File: config.mk
export PLATFORM = sky130hd
export DESIGN_NAME = lif_param_loader
export DESIGN_NICKNAME = d
export VERILOG_FILES = /design/src/rtl/lif_param_loader.sv
export SDC_FILE = /design/constraint.sdc
export NUM_CORES = 1
export LEC_CHECK = 0
export CORE_MARGIN = 2
export CORE_UTILIZATION = 50
export DETAILED_ROUTE_END_ITERATION = 12
export PLACE_DENSITY = 0.72
export SLEW_MARGIN = 20
export SYNTH_ARGS = -nofsm -noshare
export SYNTH_HDL_FRONTEND = slang
export SYNTH_SLANG_ARGS = --single-unit
File: constraint.sdc
create_clock -name clk -period 3 [get_ports clk]
set_clock_uncertainty 0.2 [all_clocks]
set_input_delay 0.3 -clock clk [delete_from_list [all_inputs] [get_ports clk]]
set_output_delay 0.3 -clock clk [all_outputs]
set_load 0.01 [all_outputs]
File: src/rtl/lif_param_loader.sv
`default_nettype none
// ============================================================================
// Module      : lif_param_loader
// Description : Holds a host-writable shadow bank of LIF neuron parameters and
//               sends it MSB-first over a serial load interface into the
//               neuron core, then waits for the core to report it is ready.
// Revision    : 1.0 - initial release
// ============================================================================
module lif_param_loader #(
    parameter int PARAM_BITS = 8,
    parameter int NUM_PARAMS = 4,
    parameter int TIMEOUT    = 16
) (
    input  logic                          clk,
    input  logic                          reset,
    input  logic                          wr_valid,
    output logic                          wr_ready,
    input  logic [$clog2(NUM_PARAMS)-1:0] wr_addr,
    input  logic [PARAM_BITS-1:0]         wr_data,
    input  logic                          commit,
    input  logic                          abort,
    output logic                          busy,
    output logic                          load_mode,
    output logic                          serial_data,
    input  logic                          params_ready,
    output logic                          cfg_done,
    output logic                          cfg_error
);

    localparam int c_frame_bits = NUM_PARAMS * PARAM_BITS;
    localparam int c_cnt_w      = (c_frame_bits > 1) ? $clog2(c_frame_bits) : 1;
    localparam int c_wait_w     = (TIMEOUT > 1) ? $clog2(TIMEOUT) : 1;
    localparam logic [c_cnt_w-1:0]  c_last_bit  = c_cnt_w'(c_frame_bits - 1);
    localparam logic [c_wait_w-1:0] c_last_wait = c_wait_w'(TIMEOUT - 1);

    typedef enum logic [1:0] {
        IDLE     = 2'd0,
        LOAD     = 2'd1,
        WAIT_RDY = 2'd2,
        DONE     = 2'd3
    } state_t;

    state_t                r_state;
    state_t                w_state_next;
    logic [PARAM_BITS-1:0] r_shadow [NUM_PARAMS];
    logic [c_cnt_w-1:0]    r_bit_cnt;
    logic [c_wait_w-1:0]   r_wait_cnt;
    logic                  r_load_mode;
    logic                  r_serial_data;
    logic                  r_cfg_error;
    logic                  w_set_error;
    logic                  w_clr_error;
    logic                  w_still_loading;
    logic [c_frame_bits-1:0] w_frame;
    logic                  w_frame_bit;

    // Flatten the shadow bank so shadow[0] occupies the top bits: the frame
    // is then simply walked from MSB to LSB by the bit counter.
    for (genvar gi = 0; gi < NUM_PARAMS; gi++) begin : g_frame
        assign w_frame[c_frame_bits-1-gi*PARAM_BITS -: PARAM_BITS] = r_shadow[gi];
    end

    assign w_frame_bit     = w_frame[c_last_bit - r_bit_cnt];
    assign w_still_loading = (r_state == LOAD) && (w_state_next != IDLE);

    assign wr_ready    = (r_state == IDLE);
    assign busy        = (r_state != IDLE);
    assign cfg_done    = (r_state == DONE);
    assign load_mode   = r_load_mode;
    assign serial_data = r_serial_data;
    assign cfg_error   = r_cfg_error;

    // State register
    always_ff @(posedge clk) begin
        if (reset) begin
            r_state <= IDLE;
        end else begin
            r_state <= w_state_next;
        end
    end

    // Next-state logic; abort beats a ready in WAIT_RDY, ready beats timeout
    always_comb begin
        w_state_next = r_state;
        w_set_error  = 1'b0;
        w_clr_error  = 1'b0;
        case (r_state)
            IDLE: begin
                if (commit) begin
                    w_state_next = LOAD;
                    w_clr_error  = 1'b1;
                end
            end
            LOAD: begin
                if (abort) begin
                    w_state_next = IDLE;
                    w_set_error  = 1'b1;
                end else if (r_bit_cnt == c_last_bit) begin
                    w_state_next = WAIT_RDY;
                end
            end
            WAIT_RDY: begin
                if (abort) begin
                    w_state_next = IDLE;
                    w_set_error  = 1'b1;
                end else if (params_ready) begin
                    w_state_next = DONE;
                end else if (r_wait_cnt == c_last_wait) begin
                    w_state_next = IDLE;
                    w_set_error  = 1'b1;
                end
            end
            DONE: begin
                w_state_next = IDLE;
            end
            default: begin
                w_state_next = IDLE;
            end
        endcase
    end

    // Shadow bank, counters, registered serial outputs and sticky error
    always_ff @(posedge clk) begin
        if (reset) begin
            for (int i = 0; i < NUM_PARAMS; i++) begin
                r_shadow[i] <= '0;
            end
            r_bit_cnt     <= '0;
            r_wait_cnt    <= '0;
            r_load_mode   <= 1'b0;
            r_serial_data <= 1'b0;
            r_cfg_error   <= 1'b0;
        end else begin
            if (wr_valid && (r_state == IDLE)) begin
                r_shadow[wr_addr] <= wr_data;
            end

            if ((r_state == LOAD) && (w_state_next == LOAD)) begin
                r_bit_cnt <= r_bit_cnt + 1'b1;
            end else begin
                r_bit_cnt <= '0;
            end

            if ((r_state == WAIT_RDY) && (w_state_next == WAIT_RDY)) begin
                r_wait_cnt <= r_wait_cnt + 1'b1;
            end else begin
                r_wait_cnt <= '0;
            end

            r_load_mode   <= w_still_loading;
            r_serial_data <= w_still_loading ? w_frame_bit : 1'b0;

            if (w_set_error) begin
                r_cfg_error <= 1'b1;
            end else if (w_clr_error) begin
                r_cfg_error <= 1'b0;
            end
        end
    end

endmodule
`default_nettype wire

# Word level (Yosys, flattened, before mapping)
# Memories as Yosys holds them, arrays and structs flattened.
# Index checks and enable logic that the tools add are counted.
[word_totals]
n_memories = 1
out_inout_bits = 6
ff_bits = 14
wordCells = 59
in_bits = 16
ramBits = 32
[mem_list]
columns = ["name", "words", "word_bits", "read_ports", "rd_ports_with_merged_regs", "write_ports", "line", "rtl"]
rows = [
  ["r_shadow", 4, 8, 4, 0, 4, "45", "logic [PARAM_BITS-1:0] r_shadow [NUM_PARAMS];"],
]
[classes]
add_sub_neg = 3
eq_ne = 7
n_lt_le_gt_ge = 1
n_reduce_logical = 12
muxes = 26
bitwise_logic = 3
[ops]
columns = ["op", "n"]
rows = [
  ["2-to-1 mux 1 bit", 15],
  ["2-to-1 mux 2 bit", 7],
  ["2-to-1 mux 8 bit", 1],
  ["one-hot mux 2 bit (4 select lines)", 1],
  ["OR reduction 8 bit", 1],
  ["equality test 2 bit, second input constant", 3],
  ["< comparator 5 x 6 -> 1 bit, second input constant", 1],
  ["nonzero test 2 bit", 3],
  ["OR reduction 2 bit", 3],
  ["adder 5 x 1 -> 5 bit, second input constant", 1],
  ["binary-select mux 1 bit (select 5 bit)", 1],
  ["equality test 5 bit, second input constant", 1],
  ["subtractor 5 bit, first input constant", 1],
  ["adder 4 x 1 -> 4 bit, second input constant", 1],
  ["equality test 2 x 1 -> 1 bit, second input constant", 2],
  ["equality test 4 bit, second input constant", 1],
  ["logical AND 1 bit", 4],
  ["inverter 1 bit", 3],
  ["zero test 2 bit", 1],
  ["one-hot mux 1 bit (2 select lines)", 1],
]

# Longest topological paths before layout
# Gate-level depths: netlist (run 1).
[depth]
ltp_word = 9
depth_mapped = 8
depth_no_buf = 8

# Worst setup path before layout (run 1)
# Ideal clock, no wire load.
[synth_path]
path_type = "flip-flop to flip-flop"
start = "reg r_state[0]"
end = "mem r_shadow[2][0], enable pin"
path_slack_ns = 0.719
required_ns = 2.490
period_less_slack_ns = 2.281
arrival_time_ns = 1.771
path_buffers = 0
setup_time_ns = 0.310
path_stages_with_launch = 7
cell_sequence = "dfxtp_1 > inv_1 > ha_1 > nand2_1 > or2_2 > nor3b_1 > or2_2"
[synth_lines]
columns = ["element", "line", "rtl"]
rows = [
  ["start, declared", "43", "state_t r_state;"],
  ["start signal, assigned", "78", "r_state <= w_state_next;"],
  ["end, declared", "45", ""],
]

# Worst setup path after layout (run 1)
[layout_path]
start = "reg r_bit_cnt[1]"
end = "reg r_bit_cnt[3]"
[layout_between]
elab_chain_len = 8
elab_cells_between_ends = 9
cone_classes = "1 x add/sub; 2 x eq/ne; 3 x mux; 1 x bitwise; 2 x reduce/logical"
[layout_rtl]
columns = ["element", "line", "rtl"]
rows = [
  ["start, declared", "46", "logic [c_cnt_w-1:0] r_bit_cnt;"],
  ["start signal, assigned", "139", "r_bit_cnt <= r_bit_cnt + 1'b1;"],
  ["equality test 5 bit", "98", "end else if (r_bit_cnt == c_last_bit) begin"],
  ["2-to-1 mux 2 bit", "98", ""],
  ["2-to-1 mux 2 bit", "95", "if (abort) begin"],
  ["one-hot mux 2 bit (4 select lines)", "87", "case (r_state)"],
  ["equality test 2 x 1 -> 1 bit", "138", "if ((r_state == LOAD) && (w_state_next == LOAD)) begin"],
  ["logical AND 1 bit", "138", ""],
  ["inverter 1 bit (no source line)", "n/a", ""],
  ["OR reduction 2 bit (no source line)", "n/a", ""],
]
# Parallel ways exist; a longest one is shown, timed or not.
# A chain may end at the register's enable or synchronous reset.

==> results of run 1 <==
==> critical path: cells and delay by family, from the launching register on <==
| family | cells | cell delay, ps |
|---|---|---|
| compound gates | 3 | 440 |
| flops | 1 | 420 |
| simple gates | 3 | 850 |
| fa+ha+maj | 2 | 450 |
==> per-layer routing <==
layer	wire, um	track usage [%]	part of all wire [%]	vias to the layer above
met3	120	5.09	2.9	9
met2	2070	29.6	51	20
met4	85	7.26	2.1	0
li1	-	-	-	682
met5	0	0	0	-
met1	1820	23.1	44	671
==> report_power, final <==
group          internal [W]  leakage, nW  switching [W]
Combinational     0.0000665        0.481      0.0000720
Clock              0.000165       0.0452       0.000206
Sequential         0.000708        0.445      0.0000100
Total              0.000939        0.971       0.000288
==> synth_stat cells <==
library cell / instances
a211oi_1: 1
a221oi_1: 4
a22oi_1: 3
a31oi_4: 1
a41o_1: 1
and2_1: 33
and3_1: 1
and4b_1: 1
buf_4: 2
clkbuf_1: 1
dfxtp_1: 14
edfxtp_1: 32
ha_1: 8
inv_1: 10
mux2i_1: 8
mux4_2: 4
nand2_1: 8
nand3_1: 2
nor2_1: 16
nor2b_1: 1
nor3_1: 2
nor3b_1: 2
o211a_1: 1
o211ai_1: 1
o21ai_0: 5
o21ai_1: 1
o22ai_2: 1
or2_2: 4
or4b_4: 2
xnor2_1: 3
xor2_1: 1
==> path summary, 6_finish.rpt <==
path	from	to	slack (ps)	cells after the start
setup / recovery	r_bit_cnt[1]$_SDFF_PP0_	r_bit_cnt[3]$_SDFF_PP0_	580	8
hold / removal	r_wait_cnt[0]$_SDFF_PP0_	r_wait_cnt[0]$_SDFF_PP0_	250	1
setup reg to reg	r_bit_cnt[1]$_SDFF_PP0_	r_bit_cnt[3]$_SDFF_PP0_	580	8
hold reg to reg	r_wait_cnt[0]$_SDFF_PP0_	r_wait_cnt[0]$_SDFF_PP0_	250	1
==> sequential cells by signal, indices dropped and copies added, names as in the netlist <==
| name | cells |
|---|---|
| r_shadow | 32 |
| r_bit_cnt | 5 |
| r_wait_cnt | 4 |
| r_state | 2 |
| cfg_error | 1 |
| load_mode | 1 |
| serial_data | 1 |
==> stage by stage <==
step / util (%) / cells
3_3_place_gp: 60.1 / 247
4_1_cts: 62.2 / 255
3_5_place_dp: 60.1 / 247
2_1_floorplan: - / 174
6_report: 62.2 / 255
5_1_grt: 62.2 / 255
==> layout by cell type, fill, tap and decap left out, drive strengths merged, types with 2 or more instances in the layout <==
cell,n
nor3,2
a221oi,4
and2,33
xnor2,3
inv,10
edfxtp,32
dfxtp,14
ha,8
buf,5
clkbuf,6
or4b,2
clkinv,2
nand3,2
or2,4
nand2,8
a22oi,3
mux4,4
nor2,16
nor3b,2
o21ai,6
mux2i,8
clkdlybuf4s50,21
==> final cells by class <==
class                      count  area share (%)
tap                           50            2.46
sequential                    46            48.8
clock inverter                 2           0.541
multi-input combinational    115            34.1
timing repair buffer          26            9.74
clock buffer                   6            2.85
inverter                      10            1.48
==> cells by family (layout without fill, tap and decap cells) <==
family	after synthesis	after routing	synth area share (%)
compound gates	19	19	7.22
xor+xnor	4	4	1.62
fa+ha+maj	8	8	4.62
buf+inv	13	44	2.60
flops	46	46	57.3
mux	12	12	7.86
simple gates	72	72	18.8
==> flow_summary.yaml, run 1 <==
sta:
  max_freq_mhz: 414
  fin_crit_sh_pct: 80.5
  relSlewSlack_pct: 69.0
  grt_setup_unrepaired: "no"
  worstMarginPinSlew_ps: 463
  hold_violations: 0
  finalHoldWorstSlack_ps: 253
  setup_slack_ps: 584
  fin_setup_tns_ps: 0
  finalSetupViolations: 0
  period_minus_slack_ps: 2420
  final_max_slew_viol_count: 0
global_route:
  grt_max_degree: 15
  grt_use_total_pct: 18.3
  globalRouteOverflowTotal: 0
  grt_pass1_wl_um: 6820
  grt_pass1_vias: 1380
  antenna_found_initial: 0
cts:
  postCtsResizedCells: 0
  htree_levels: 2
  cts_tree: "yes"
  cts_hold_repair.buffers: 0
  cts_made_buffers: 5
  post_cts_buffers: 0
  cts_root_buf: "clkbuf_8"
  clkLatencyLatePin_ps: 300
  clkSinkCount: 46
  clock_path_buffers: 2
  clk_pin_slew_worst_paths_ps: 80
drt:
  wl_per_cell_um: 16.1
  antenna_left: 0
  routed_via_density: 5.42
  drc: 0
  drtIter0Drc: 56
  drt_wl_total_um: 4100
  first_pass_iters: 4
  vias: 1382
power:
  p_total_w: 0.00123
  p_leak_nw: 0.971
  power_density_mw_per_mm2: 483
  vdd_drop_max_mv: 0.319
cells_and_area:
  postLayoutCellArea_mm2: 0.00254
  multi_input_area_um2: 868
  regArea_mm2: 0.00124
  n_antenna_cell: 0
  drive_gt1_share_pct: 11.7
  finish.net_count: 228
  fillers: 329
  area_delta_synth_final_pct: 17.4
die:
  rows: 23
  die_w_um: 69.8
  io_pins: 22
  core_mm2: 0.00409
  dieArea_mm2: 0.00487
  die_h_um: 69.8
  initial_utilization_pct: 53.0
logic_synthesis:
  syn_area_mm2: 0.00217
  synth_area_leaders: "edfxtp_1 44%, dfxtp_1 13%, and2_1 9.5%"
  avgSynthCellArea_um2: 12.4
  synth_cells: 174
  ys_types: 31
  syn-num-nets: 198
  yosysWarnings: 0
  yosysSeqAreaShare_pct: 57.3
  ys_ff_latch: 46
  synth_top_cell_by_area: "edfxtp_1"
  yosysTopAreaCellShare_pct: 44.4
critical_path:
  critPathKind: "flop to flop"
  crit_top_cell: "ha_1"
  crit_path_max_incr_delay_ps: 540
  slowest_stage: "or4b_4"
  crit_chain: "ha_1, and3_1, ha_1, o21ai_0, o211ai_1, o21ai_1, or4b_4, nor2_1"
  start_kind: "flop"
  cp.required_ps: 3040
  cp_max_fo: 7
  critPathArrivalTime_ps: 2450
  cp-end-kind: "flop"
placement:
  gp_congestion: 0.774
  hpwlAfterDp_um: 3040
  dpl-instance-area_mm2: 0.00246
  post-place-ws_ps: 641
  place.port_buffers: 21
job:
  maxCapViolations: 0
run_status:
  status: "complete, no violations"
hold_path:
  hp-class: "flop to flop"
(Power assumes the default switching activity.)
==> run 2: changes to the inputs <==
Clock period 3 ns to 2.46 ns, I/O delays scaled along.
==> flow_summary.yaml, run 2 (synthesis results as in run 1) <==
cts:
  clock_path_buffers: 2
  post_cts_buffers: 0
  cts_made_buffers: 5
  clk_pin_slew_worst_paths_ps: 80
  cts_tree: "yes"
  htree_levels: 2
  clkLatencyLatePin_ps: 290
  cts_root_buf: "clkbuf_8"
  cts_hold_repair.buffers: 0
  postCtsResizedCells: 0
  clkSinkCount: 46
placement:
  gp_congestion: 0.824
  dpl-instance-area_mm2: 0.00246
  post-place-ws_ps: 167
  hpwlAfterDp_um: 3150
  place.port_buffers: 21
cells_and_area:
  largest_reg_flops: 32
  regArea_mm2: 0.00124
  multi_input_area_um2: 872
  mostFrequentLayoutCells: "33 x and2_1, 32 x edfxtp_1, 21 x clkdlybuf4s50_1"
  reg_top3: "r_shadow: 32 flops, r_bit_cnt: 5 flops, r_wait_cnt: 4 flops"
  mostFrequentLayoutCell: "and2_1"
  n_antenna_cell: 0
  drive_gt1_share_pct: 13.1
  fillers: 315
  postLayoutCellArea_mm2: 0.00258
  area_delta_synth_final_pct: 19.0
  top_register: "r_shadow"
  finish.net_count: 229
critical_path:
  crit_path_max_incr_delay_ps: 530
  start_kind: "flop"
  cp_max_fo: 5
  worst-r2r-setup-slack_ps: 250
  cp-end-kind: "flop"
  slowest_stage: "or4b_4"
  timing.rr.start: "r_bit_cnt[0]$_SDFF_PP0_"
  crit_top_cell: "ha_1"
  critPathKind: "flop to flop"
  crit_chain: "ha_1, and3_1, ha_1, o21ai_0, o211ai_1, o21ai_2, or4b_4, nor2_1"
  r2r.worst_path.cells: 8
  cp.required_ps: 2500
  critPathArrivalTime_ps: 2250
  r2r_end: "r_bit_cnt[3]$_SDFF_PP0_"
die:
  io_pins: 22
  rows: 23
  core_mm2: 0.00409
  die_h_um: 69.8
  die_w_um: 69.8
  dieArea_mm2: 0.00487
  initial_utilization_pct: 53.0
drt:
  routed_via_density: 5.45
  wl_met1_um: 1820
  wl_met3_um: 124
  wl_per_cell_um: 16.0
  drt_wl_total_um: 4090
  vias: 1395
  antenna_left: 0
  drc: 0
  first_pass_iters: 4
  met2_length_um: 2100
  drtIter0Drc: 55
  top_layer_used: "met4"
sta:
  hold_violations: 0
  grt_setup_unrepaired: "no"
  final_max_slew_viol_count: 0
  fin_crit_sh_pct: 89.9
  relSlewSlack_pct: 69.3
  period_minus_slack_ps: 2210
  setup_slack_ps: 249
  fin_setup_tns_ps: 0
  finalSetupViolations: 0
  worstMarginPinSlew_ps: 460
  max_freq_mhz: 452
power:
  p_sw_w: 0.000350
  vdd_drop_max_mv: 0.352
  power.share.switching_pct: 21.9
  pwr-share-seq_pct: 54.9
  p_comb_share_pct: 10.6
  p_leak_nw: 0.990
  p_int_w: 0.00124
  power_density_mw_per_mm2: 618
  clkPwrFrac_pct: 34.5
job:
  maxCapViolations: 0
global_route:
  antenna_found_initial: 0
  globalRouteOverflowTotal: 0
  grt_pass1_vias: 1358
  grt_max_degree: 15
  grt_use_total_pct: 17.9
  grt_pass1_wl_um: 6590
hold_path:
  hold_path_end: "r_wait_cnt[0]$_SDFF_PP0_"
  hold_path_depth: 1
  hp-class: "flop to flop"
  min_from: "r_wait_cnt[0]$_SDFF_PP0_"
run_status:
  status: "complete, no violations"
run 2: worst max-delay path by stage:
stage / endpoint / slack [ps] / startpoint / depth (start not counted)
after floorplan: r_shadow[2][0]$_SDFFCE_PN0P_ / 180 / r_state[0]$_SDFF_PP0_ / 6
after global placement: r_bit_cnt[3]$_SDFF_PP0_ / 260 / r_bit_cnt[0]$_SDFF_PP0_ / 8
after detailed placement: r_wait_cnt[1]$_SDFF_PP0_ / 170 / params_ready / 6
after CTS: r_bit_cnt[0]$_SDFF_PP0_ / 170 / r_bit_cnt[0]$_SDFF_PP0_ / 8
after global routing: r_bit_cnt[2]$_SDFF_PP0_ / 70 / r_bit_cnt[0]$_SDFF_PP0_ / 8
final: r_bit_cnt[3]$_SDFF_PP0_ / 250 / r_bit_cnt[0]$_SDFF_PP0_ / 8
run 2: metrics by stage:
| stage | utilization, % | power, W | hold slack, ps | cells |
|---|---|---|---|---|
| 2_1_floorplan | - | 0.000987 | 218 | 174 |
| 6_report | 63.1 | 0.00159 | 259 | 256 |
| 3_3_place_gp | 60.3 | 0.00105 | 226 | 248 |
| 3_5_place_dp | 60.3 | 0.00106 | 248 | 248 |
| 4_1_cts | 63.0 | 0.00160 | 260 | 256 |
| 5_1_grt | 63.1 | 0.00165 | 283 | 256 |
run 2: power groups by stage:
stage          Clock (W)  Sequential [W]  Combinational, W
4_1_cts         0.000557        0.000876          0.000169
2_1_floorplan          0        0.000890         0.0000970
3_3_place_gp           0        0.000891          0.000162
3_5_place_dp           0        0.000894          0.000168
5_1_grt         0.000591        0.000879          0.000184
6_report        0.000549        0.000876          0.000169
run 2: worst max-delay path, delay by kind of cell, from the launching register on:
kind	cells	cell delay (ps)
and+or+nand+nor	3	830
adders and majority gates	2	420
AOI/OAI and AO/OA	3	390
DFF	1	320
run 2: cell type report:
cell class	count	share of cell area [%]
tap	50	2.43
multi-input combinational	115	33.8
clock inverter	3	1.55
timing repair buffer	27	9.90
inverter	10	1.46
clock buffer	5	2.67
sequential	46	48.2
run 2: metal layers:
layer  global-route usage, %  up-vias
met5                       0        -
met3                    4.36        5
li1                        -      679
met4                    5.77        0
met2                    30.7       25
met1                    22.2      686
